### config.mk
export PLATFORM = sky130hd
export DESIGN_NAME = cp0_gen2
export DESIGN_NICKNAME = d
export VERILOG_FILES = /design/src/rtl/cp0_pkg.sv /design/src/rtl/cp0_timer.sv /design/src/rtl/cp0_gen2.sv
export SDC_FILE = /design/constraint.sdc
export NUM_CORES = 1
export LEC_CHECK = 0
export CORE_AREA = 3 3 129 162
export DETAILED_ROUTE_END_ITERATION = 7
export DIE_AREA = 0 0 132 165
export PLACE_DENSITY = 0.76
export SLEW_MARGIN = 10
export SYNTH_ARGS = -nofsm -noshare
export SYNTH_HDL_FRONTEND = slang
export SYNTH_SLANG_ARGS = --single-unit
### constraint.sdc
create_clock -name clk -period 6.55 [get_ports clk]
set_input_delay 1.965 -clock clk [delete_from_list [all_inputs] [get_ports clk]]
set_output_delay 1.965 -clock clk [all_outputs]
set_load 0.01 [all_outputs]
### src/rtl/cp0_pkg.sv
// Shared constants for the second-generation CP0: register addresses,
// exception codes and SR/Cause field positions.
package cp0_pkg;

   localparam logic [4:0] REG_BADVADDR = 5'd8;
   localparam logic [4:0] REG_COUNT    = 5'd9;
   localparam logic [4:0] REG_COMPARE  = 5'd11;
   localparam logic [4:0] REG_SR       = 5'd12;
   localparam logic [4:0] REG_CAUSE    = 5'd13;
   localparam logic [4:0] REG_EPC      = 5'd14;
   localparam logic [4:0] REG_PRID     = 5'd15;

   typedef enum logic [4:0] {
      EXC_INT  = 5'd0,
      EXC_ADEL = 5'd4,
      EXC_ADES = 5'd5,
      EXC_RI   = 5'd10,
      EXC_OV   = 5'd12
   } exc_code_e;

   localparam int unsigned SR_IE     = 0;
   localparam int unsigned SR_EXL    = 1;
   localparam int unsigned IM_LO     = 10;
   localparam int unsigned IM_HI     = 15;
   localparam int unsigned CAUSE_BD  = 31;
   localparam int unsigned CAUSE_TI  = 30;
   localparam int unsigned EXC_LO    = 2;

endpackage

### src/rtl/cp0_timer.sv
// Count/Compare timer with power-of-two prescaler and sticky match flag.
import cp0_pkg::*;

module cp0_timer #(
   parameter int unsigned CNT_DIV_LOG2 = 0
) (
   input  logic        clk,
   input  logic        reset,
   input  logic        count_we,
   input  logic        cmp_we,
   input  logic [31:0] wdata,
   output logic [31:0] count,
   output logic [31:0] compare,
   output logic        ti
);

   localparam logic [3:0] PRESC_MAX = 4'((32'd1 << CNT_DIV_LOG2) - 32'd1);

   logic [3:0]  presc;
   logic        tick;
   logic [31:0] count_inc;

   assign tick      = (presc == PRESC_MAX);
   assign count_inc = count + 32'd1;

   always_ff @(posedge clk or negedge reset) begin
      if (!reset) begin
         presc   <= '0;
         count   <= '0;
         compare <= '0;
         ti      <= 1'b0;
      end else begin
         if (count_we) begin
            count <= wdata;
            presc <= '0;
         end else begin
            presc <= tick ? '0 : presc + 4'd1;
            if (tick)
               count <= count_inc;
         end
         // Compare write wins over a match; a written Count never matches.
         if (cmp_we) begin
            compare <= wdata;
            ti      <= 1'b0;
         end else if (!count_we && tick && (count_inc == compare)) begin
            ti <= 1'b1;
         end
      end
   end

endmodule

### src/rtl/cp0_gen2.sv
// Coprocessor 0: interrupt/exception arbitration, SR/Cause/EPC/BadVAddr,
// optional Count/Compare timer and read-only PRId.
import cp0_pkg::*;

module cp0_gen2 #(
   parameter int unsigned NUM_HWINT    = 6,
   parameter int unsigned TIMER_EN     = 1,
   parameter int unsigned CNT_DIV_LOG2 = 0,
   parameter logic [31:0] PRID         = 32'h0000_4D50
) (
   input  logic                 clk,
   input  logic                 reset,
   input  logic                 en,
   input  logic [4:0]           CP0Add,
   input  logic [31:0]          CP0In,
   output logic [31:0]          CP0Out,
   input  logic [31:0]          VPC,
   input  logic                 BDIn,
   input  logic [4:0]           ExcCodeIn,
   input  logic [31:0]          BadVAddrIn,
   input  logic [NUM_HWINT-1:0] HWInt,
   input  logic                 EXLClr,
   output logic [31:0]          EPCOut,
   output logic                 Req,
   output logic                 TimerIrq
);

   logic [31:0] epc;
   logic [31:0] badvaddr;
   logic [5:0]  im;
   logic [5:0]  ip;
   logic        exl;
   logic        ie;
   logic        bd;
   logic [4:0]  exccode;

   logic [31:0] count;
   logic [31:0] compare;
   logic        ti;

   logic [5:0]  hw;
   logic        int_req;
   logic        exc_req;
   logic [31:0] next_epc;

   always_comb begin
      hw = '0;
      hw[NUM_HWINT-1:0] = HWInt;
      if (TIMER_EN != 0)
         hw[5] = hw[5] | ti;
   end

   assign int_req  = ie & ~exl & (|(hw & im));
   assign exc_req  = ~exl & (ExcCodeIn != 5'd0);
   assign Req      = int_req | exc_req;
   assign next_epc = Req ? (BDIn ? VPC - 32'd4 : VPC) : epc;
   assign EPCOut   = next_epc;
   assign TimerIrq = ti;

   generate
      if (TIMER_EN != 0) begin : g_timer
         cp0_timer #(
            .CNT_DIV_LOG2(CNT_DIV_LOG2)
         ) u_timer (
            .clk      (clk),
            .reset    (reset),
            .count_we (~Req & en & (CP0Add == REG_COUNT)),
            .cmp_we   (~Req & en & (CP0Add == REG_COMPARE)),
            .wdata    (CP0In),
            .count    (count),
            .compare  (compare),
            .ti       (ti)
         );
      end else begin : g_no_timer
         assign count   = '0;
         assign compare = '0;
         assign ti      = 1'b0;
      end
   endgenerate

   always_ff @(posedge clk or negedge reset) begin
      if (!reset) begin
         epc      <= '0;
         badvaddr <= '0;
         im       <= '0;
         ip       <= '0;
         exl      <= 1'b0;
         ie       <= 1'b0;
         bd       <= 1'b0;
         exccode  <= '0;
      end else begin
         ip <= hw;
         if (Req) begin
            exl     <= 1'b1;
            epc     <= next_epc;
            bd      <= BDIn;
            exccode <= int_req ? EXC_INT : ExcCodeIn;
            if (!int_req && (ExcCodeIn == EXC_ADEL || ExcCodeIn == EXC_ADES))
               badvaddr <= BadVAddrIn;
         end else begin
            // A same-cycle SR write overrides eret's EXL clear.
            if (EXLClr)
               exl <= 1'b0;
            if (en) begin
               case (CP0Add)
                  REG_SR: begin
                     im  <= CP0In[IM_HI:IM_LO];
                     exl <= CP0In[SR_EXL];
                     ie  <= CP0In[SR_IE];
                  end
                  REG_EPC: epc <= CP0In;
                  default: ;
               endcase
            end
         end
      end
   end

   always_comb begin
      CP0Out = '0;
      case (CP0Add)
         REG_BADVADDR: CP0Out = badvaddr;
         REG_COUNT:    CP0Out = count;
         REG_COMPARE:  CP0Out = compare;
         REG_SR:       CP0Out = {16'b0, im, 8'b0, exl, ie};
         REG_CAUSE:    CP0Out = {bd, ti, 14'b0, ip, 3'b0, exccode, 2'b0};
         REG_EPC:      CP0Out = EPCOut;
         REG_PRID:     CP0Out = PRID;
         default:      CP0Out = '0;
      endcase
   end

endmodule
# Yosys cells after proc, flatten, opt, wreduce, memory -nomap -nowiden
# Cells that the tools add are included.
# word_totals
ff_bits	153
input_bits	117
out_inout_bits	66
word_cells	69
# classes
addsub	3
n_eq_ne	10
mux	17
bitwise_logic	11
reduce_logical	16
# op_table
op	n
2-to-1 mux 32 bit	7
one-hot mux 32 bit (7 select lines)	1
equality test 5 x 4 -> 1 bit, second input constant	7
adder 32 x 1 -> 32 bit, second input constant	1
equality test 32 bit	1
subtractor 32 x 3 -> 32 bit, second input constant	1
equality test 5 x 3 -> 1 bit, second input constant	2
2-to-1 mux 4 bit	2
nonzero test 2 bit	4
AND 1 bit	6
AND 6 bit	1
2-to-1 mux 1 bit	6
OR reduction 6 bit	1
2-to-1 mux 5 bit	1
nonzero test 5 bit	1
adder 4 x 1 -> 4 bit, second input constant	1
logical NOT 4 bit	1
AND reduction 2 bit	2
logical AND 1 bit	3
AND reduction 3 bit	1
logical NOT 1 bit	2
NOT 1 bit	2
bitwise OR 1 bit	2
logical OR 1 bit	1

# Logic depth before layout (Yosys ltp)
# Gate-level depths: netlist (run 1).
# depth
depth_word	13
mapped_depth	10
depth_no_buf	9

# Modules after synthesis
# Synthesis (run 1) repeated with hierarchy kept, for this count alone.
# unflattened
cells_unflattened	1025
hier_area_um2	9397.8
# by_module_without_submodules
module	instances	cells_per_inst	area_per_inst_um2	seq_area_each_um2
cp0_gen2	1	588	5272.6	2102.0
cp0_timer	1	437	4125.2	1726.7

# Least setup slack after synthesis (run 1)
# OpenSTA, ideal clock, no wires.
# synth_path
path_kind	in2out
startpoint	in VPC[16]
endpoint	out CP0Out[31]
arrival_time_ns	4.095
path_slack_ns	0.490
stages	8
path_buffers	1
cell_sequence	or4_1 or3_1 buf_2 nor4_2 nand3b_1 xor2_1 a21oi_1 a221o_1
# synth_between
elab_chain_cells	4
# synth_rtl
element	line	rtl
from (decl)	cp0_gen2.sv:17	input logic [31:0] VPC,
subtractor 32 x 3 -> 32 bit	cp0_gen2.sv:56	assign next_epc = Req ? (BDIn ? VPC - 32'd4 : VPC) : epc;
2-to-1 mux 32 bit (2 in series)	cp0_gen2.sv:56	
named net EPCOut[31]	cp0_gen2.sv:23	output logic [31:0] EPCOut,
one-hot mux 32 bit (7 select lines)	cp0_gen2.sv:121	case (CP0Add)
to (decl)	cp0_gen2.sv:16	output logic [31:0] CP0Out,
# The timed path passes the listed nets, and every way through them passes these cells.

# Worst setup path after layout (run 1)
# layout_path
startpoint	in HWInt[4]
endpoint	out EPCOut[26]
# layout_between
elab_chain_cells	5
# layout_rtl
element	line	rtl
from (decl)	cp0_gen2.sv:21	input logic [NUM_HWINT-1:0] HWInt,
AND 6 bit	cp0_gen2.sv:53	assign int_req = ie & ~exl & (|(hw & im));
OR reduction 6 bit	cp0_gen2.sv:53	
AND 1 bit	cp0_gen2.sv:53	
bitwise OR 1 bit	cp0_gen2.sv:55	assign Req = int_req | exc_req;
2-to-1 mux 32 bit	cp0_gen2.sv:56	
to (decl)	cp0_gen2.sv:23	
# Every way passes these cells.

==> results.cfg, run 1 <==
[cells_and_area]
post-route-util = 0.685
regArea_sq_um = 3830
final_net_count = 1449
drive_above_1_share = 0.217
area.growth.synth_to_final_pct = 38.1
layout.filler_cells = 1515
insertedDiodeCount = 0
multiInputGateArea_sq_um = 5690
final_area_sq_um = 13300

[routing]
ant_nets = 0
dr_total_vias = 9491
remaining_drc_errors = 0
wirelength_mm = 34.2
drt_iter0_markers = 852
drt_pass1_iterations = 5
routed_wire_length_per_instance_microns = 21.4
drt-vias-per-instance = 5.92

[critical_path]
worst_ep_required_time_ps = 4590
worstPathArrival_ps = 4590
cpMostUsedCell = sky130_fd_sc_hd__buf_4
kind_of_launch_point_of_the_worst_setup_path = primary input
slowest_delay_ps = 520
worst_path_dominant_cell_family = buffers and inverters
critical_path.cell_chain = clkdlybuf4s50_1, a222oi_1, buf_4, a311oi_2, nor2_2, inv_4, buf_12, buf_4, nand2_1, o21a_1, buf_4, clkdlybuf4s50_1
worst-path-buf-inv = 7
worst_path_max_delay_cell = sky130_fd_sc_hd__clkdlybuf4s50_1
setup.worst_path.end_class = output port
timing_worst_setup_path_type = in2out
crit_path_max_fanout = 14

[yosys]
synth-compound-area-share = 0.142
muxShareOfSynthArea = 0.123
synth_xor_xnor_area_share = 0.0843
primary_flip_flop_cell_chosen_by_synthesis_mapping = sky130_fd_sc_hd__dfrtp_1
area_share_of_and_or_nand_nor_cells_after_synthesis = 0.210
netlist_instances = 1081
synth_fa_ha_area_frac = 0.00518
synth_most_common_cell = sky130_fd_sc_hd__dfrtp_1
post-synth-top-area-cell = sky130_fd_sc_hd__dfrtp_1
postSynthRegisterBits = 153
synthesis.area_sq_um = 9660
synth_area_leaders = sky130_fd_sc_hd__dfrtp_1, sky130_fd_sc_hd__mux2_2, sky130_fd_sc_hd__nand2_1
synth.lib_cells_used.distinct = 71
yosysWarningCount = 0
number_of_enable_type_register_cells_in_the_synthesized_netlist = 0
seq_area_frac_synth = 0.396
synthesis.nets = 1202
synth_largest_type_area_fraction = 0.396
synth_top_family_by_area = simple AND/OR/NAND/NOR gates
share_of_synthesized_flip_flops_with_an_asynchronous_set_or_reset = 1.00
ys_top_cells_by_count = sky130_fd_sc_hd__dfrtp_1, sky130_fd_sc_hd__nand2_1, sky130_fd_sc_hd__nor2_1
synth.avg_cell_area_sq_um = 8.94

[floorplan]
initial_utilization = 0.496
dieWidth_microns = 132
floorplan.rows = 57
coreArea_sq_um = 19500
fp.dieArea_sq_um = 21800
pin_count = 183
die_y_microns = 165

[power_and_ir_drop]
ir_worst_vdd_uv = 214
power.density_nw_per_um2 = 374
cellLeakagePower_uw = 0.00586

[global_route]
first_global_vias = 9396
grt_start_max_net_pins = 63
grt_overflow = 0
total_global_routing_track_utilization = 0.309
initial_antenna_violation_count = 0
grt_pass1_wl_mm = 52.3

[timing]
final-setup-viol-count = 1
timing.clock.skew_ps = 11.2
finalCriticalPeriod_ps = 6560
fin_crit_sh = 1.00
worst_slew_pin_slew_ps = 912
rsz0062_at_grt = yes
final-hold-violation-count = 0
fmaxAchievable_mhz = 153
slew_headroom = 0.386
holdWs_ps = 510
drv_slew = 0
layout_setup_ws_ps = -6.40

[run_status]
violations = negative setup slack
status = finished with violations

[placement]
placed_area_sq_um = 12400
gp_congestion = 0.955
half_perimeter_wire_length_after_placement_mm = 25.8
port-buffer-count = 182

[cts]
h-tree-depth = 4
cts_inserted_buffers = 17
cts_sinks = 153
clk_pin_slew_worst_paths_ps = 60
cts-root-to-sink-buffers = 2
post_cts_hold_buffer_count = 0
cts_root_buffer = sky130_fd_sc_hd__clkbuf_16
cts_tree = done
insertion_delay_ps = 430

[hold_path]
worstHoldPathType = reg2reg

[flow_run]
max_cap_viol_count = 0
## report_power, final
group	leakage, uW	internal [uW]	switching [uW]	total (uW)
clock	0.000305	670	405	1080
combinational	0.00370	1140	1040	2180
sequential	0.00186	1320	401	1720
## stage by stage
| stage | setup TNS (ps) | total power (uW) | worst slack (ps) | std cells |
|---|---|---|---|---|
| 6_report | -6.40 | 4980 | -6.40 | 1603 |
| 5_1_grt | -373 | 5250 | -107 | 1603 |
| 4_1_cts | -30.3 | 4920 | -19.7 | 1598 |
| 3_5_place_dp | -9340 | 3820 | -562 | 1564 |
| 3_3_place_gp | -8130 | 3760 | -455 | 1564 |
| 2_1_floorplan | 0 | 2770 | 490 | 1081 |
## registers in the layout, indices dropped and copies added (netlist names)
name and count:
g_timer.u_timer.ti 1, im 6, badvaddr 32, exccode 5, bd 1, g_timer.u_timer.count 32, epc 32, exl 1
g_timer.u_timer.presc 4, ip 6, g_timer.u_timer.compare 32, ie 1
## metal layers
layer | vias up | wire length [microns] | track usage
met1 | 4642 | 13500 | 0.387
li1 | 4333 | - | -
met4 | 0 | 1300 | 0.122
met5 | - | 0 | 0
met2 | 423 | 16800 | 0.528
met3 | 93 | 2580 | 0.0637
## cell type report
type | instances | area share
multi-input combinational | 838 | 0.427
sequential | 153 | 0.287
timing repair buffer | 308 | 0.211
clock buffer | 17 | 0.0319
tap | 265 | 0.0249
clock inverter | 12 | 0.0152
inverter | 10 | 0.00300
## final timing paths
path	start	end	slack, ps	cells past startpoint
max	HWInt[4]	EPCOut[26]	-6	12
min	g_timer.u_timer.presc[0]$_DFF_PN0_	g_timer.u_timer.presc[0]$_DFF_PN0_	510	1
max reg2reg	im[1]$_DFFE_PN0P_	g_timer.u_timer.count[11]$_DFFE_PN0P_	3500	8
min reg2reg	g_timer.u_timer.presc[0]$_DFF_PN0_	g_timer.u_timer.presc[0]$_DFF_PN0_	510	1
max in group asynchronous	reset	g_timer.u_timer.compare[6]$_DFFE_PN0P_	3900	2
min in group asynchronous	reset	badvaddr[17]$_DFFE_PN0P_	1460	1
## what timing repair did
action	4_1_cts	5_1_grt
pin swaps	9	15
gates resized for setup	59	56
setup endpoints to repair	51	42
setup buffers	5	5
## kinds of logic (layout without fill, tap and decap cells)
kind of cell | after synthesis | in the layout
buf+inv | 90 | 347
mux | 110 | 110
simple gates | 416 | 416
compound gates | 215 | 215
fa+ha+maj | 4 | 4
flops | 153 | 153
xor+xnor | 93 | 93
## layout by cell type (no fill, tap or decap), types with 8 or more instances in the layout
master and instances:
sky130_fd_sc_hd__nor3_1 20, sky130_fd_sc_hd__nand4_1 10, sky130_fd_sc_hd__o21a_1 10, sky130_fd_sc_hd__a21oi_2 8, sky130_fd_sc_hd__inv_1 9, sky130_fd_sc_hd__a21oi_1 54, sky130_fd_sc_hd__buf_4 124, sky130_fd_sc_hd__xor2_1 40
sky130_fd_sc_hd__clkbuf_16 17, sky130_fd_sc_hd__clkdlybuf4s50_1 129, sky130_fd_sc_hd__o21ai_0 52, sky130_fd_sc_hd__xnor2_1 50, sky130_fd_sc_hd__a22oi_1 11, sky130_fd_sc_hd__mux2i_1 38, sky130_fd_sc_hd__nor2_2 9, sky130_fd_sc_hd__nand2_1 139
sky130_fd_sc_hd__a21boi_0 10, sky130_fd_sc_hd__a31oi_1 10, sky130_fd_sc_hd__dlymetal6s2s_1 18, sky130_fd_sc_hd__dfrtp_1 153, sky130_fd_sc_hd__nor2_1 90, sky130_fd_sc_hd__and3_1 29, sky130_fd_sc_hd__mux2_2 72, sky130_fd_sc_hd__o2bb2ai_1 8
sky130_fd_sc_hd__nand3_1 35, sky130_fd_sc_hd__dlygate4sd2_1 22
Power figures use the tool's default switching activity.
==> run 2, diff against run 1 <==
CORE_AREA = 5 5 131 164   (was 3 3 129 162)
DIE_AREA = 0 0 136 169   (was 0 0 132 165)
MAX_ROUTING_LAYER = met4   (was default)
REMOVE_ABC_BUFFERS = 1   (was default)
==> run 2 against run 1 <==
Fmax rose by 1.7%. Largest power group unchanged. The run now ends clean. Count of clock-buffer cells in the layout did not move. Critical endpoint is now EPCOut[24]. Global-route usage fell by 3.3 points. Sequential power barely moved. Critical path type unchanged. Clock skew fell by 2.5 ps. First-iteration DRC count fell by 23%. Wire length fell by 8.7%.
==> results.cfg, run 2 (synthesis results as in run 1) <==
[hold_path]
worstHoldPathType = reg2reg

[placement]
port-buffer-count = 182
placed_area_sq_um = 12400
gp_congestion = 0.929
placed_cells_incl_taps = 1573
half_perimeter_wire_length_after_placement_mm = 23.1

[timing]
fmaxAchievable_mhz = 155
holdWs_ps = 476
worst_slew_pin_slew_ps = 1110
finalCriticalPeriod_ps = 6440
slew_headroom = 0.258
final-setup-viol-count = 0
fin_crit_sh = 0.984
timing.clock.skew_ps = 8.72
drv_slew = 0
final-hold-violation-count = 0

[critical_path]
crit_path_max_fanout = 5
worst_ep_required_time_ps = 4590
worstPathArrival_ps = 4480
timing_worst_setup_path_type = in2out
kind_of_launch_point_of_the_worst_setup_path = primary input
setup.worst_path.end_class = output port

[global_route]
first_global_vias = 9222
grt_pass1_wl_mm = 48.6
initial_antenna_violation_count = 0
total_global_routing_track_utilization = 0.277
grt_overflow = 0
grt_start_max_net_pins = 60

[cts]
h-tree-depth = 4
post_cts_hold_buffer_count = 0
cts_sinks = 153
insertion_delay_ps = 430
cts-root-to-sink-buffers = 2
clk_pin_slew_worst_paths_ps = 70
cts_root_buffer = sky130_fd_sc_hd__clkbuf_16
cts_inserted_buffers = 17
cts_tree = done

[floorplan]
pin_count = 183
floorplan.rows = 58
coreArea_sq_um = 19800
die_y_microns = 169
initial_utilization = 0.488
fp.dieArea_sq_um = 23000
dieWidth_microns = 136

[cells_and_area]
layout.filler_cells = 1604
most-common-layout-cells = sky130_fd_sc_hd__dfrtp_1, sky130_fd_sc_hd__nand2_1, sky130_fd_sc_hd__clkdlybuf4s50_1, sky130_fd_sc_hd__buf_4, sky130_fd_sc_hd__nor2_1
drive_above_1_share = 0.215
insertedDiodeCount = 0
final_cell_count_no_fill = 1609
area.growth.synth_to_final_pct = 37.4
final_area_sq_um = 13300
final_net_count = 1447
layout.cells.most_common = sky130_fd_sc_hd__dfrtp_1

[routing]
dr_total_vias = 9249
drt_pass1_iterations = 5
ant_nets = 0
routed_wire_length_per_instance_microns = 19.4
drt_iter0_markers = 652
drt-vias-per-instance = 5.75
wirelength_mm = 31.3
remaining_drc_errors = 0

[run_status]
status = complete, no violations

[power_and_ir_drop]
ir_worst_vdd_uv = 270
cellLeakagePower_uw = 0.00586
power.density_nw_per_um2 = 365
report.power.total_uw = 4850

[flow_run]
max_cap_viol_count = 0
-- run 2: path summary, 6_finish.rpt --
check,startpoint,end,slack [ps],cells past startpoint
worst max-delay path,VPC[16],EPCOut[24],110,9
worst min-delay path,bd$_DFFE_PN0N_,bd$_DFFE_PN0N_,480,2
worst max register to register,g_timer.u_timer.count[6]$_DFFE_PN0P_,g_timer.u_timer.ti$_DFFE_PN0P_,3520,7
worst min register to register,bd$_DFFE_PN0N_,bd$_DFFE_PN0N_,480,2
max in group asynchronous,reset,g_timer.u_timer.count[10]$_DFFE_PN0P_,3840,2
min in group asynchronous,reset,badvaddr[12]$_DFFE_PN0P_,1490,1
-- run 2: what timing repair did --
item / in CTS / in global routing
endpoints found under the setup margin: 34 / 32
gates resized for setup: 63 / 47
pin swaps: 14 / 10
buffers inserted: 2 / 2
-- run 2: routing by layer --
layer,share of wire,track usage
met1,0.42,0.355
met2,0.49,0.453
met3,0.072,0.0416
met4,0.028,0.0859
met5,0,-
-- run 2: layout make-up --
type,count,area [sq um],area share
Clock buffer,17,425,0.0320
Tap cell,270,338,0.0254
Multi-Input combinational cell,838,5680,0.428
Inverter,10,37.5,0.00283
Timing Repair Buffer,306,2770,0.208
Sequential cell,153,3830,0.288
Clock inverter,15,203,0.0153
-- run 2: stage by stage --
stage / util / setup WS, ps / TNS [ps]
detailed placement: 0.627 / -546 / -10780
CTS: 0.663 / -28.8 / -40.2
global placement: 0.627 / -542 / -10070
floorplan: - / -703 / -24100
global route: 0.670 / -67.3 / -91.3
finish: 0.670 / 106 / 0
-- run 2: report_power, final --
group / leakage, uW / internal (uW) / switching [uW]
clock network: 0.000310 / 618 / 447
registers: 0.00186 / 1320 / 372
logic: 0.00369 / 1110 / 978
-- run 2: critical path, cell delays in order --
cell	delay, ps
sky130_fd_sc_hd__dlygate4sd2_1	240
sky130_fd_sc_hd__or4_4	540
sky130_fd_sc_hd__or3_4	410
sky130_fd_sc_hd__buf_6	170
sky130_fd_sc_hd__nor4_2	230
sky130_fd_sc_hd__xnor2_1	120
sky130_fd_sc_hd__nand2_1	90
sky130_fd_sc_hd__o21a_1	160
sky130_fd_sc_hd__clkdlybuf4s50_1	550
==> run 3, diff against run 2 <==
ABC_CLOCK_PERIOD_IN_PS = 6550   (was default)
==> results of run 3 <==
The final DEF is identical to that of run 2; final timing and power are the same.
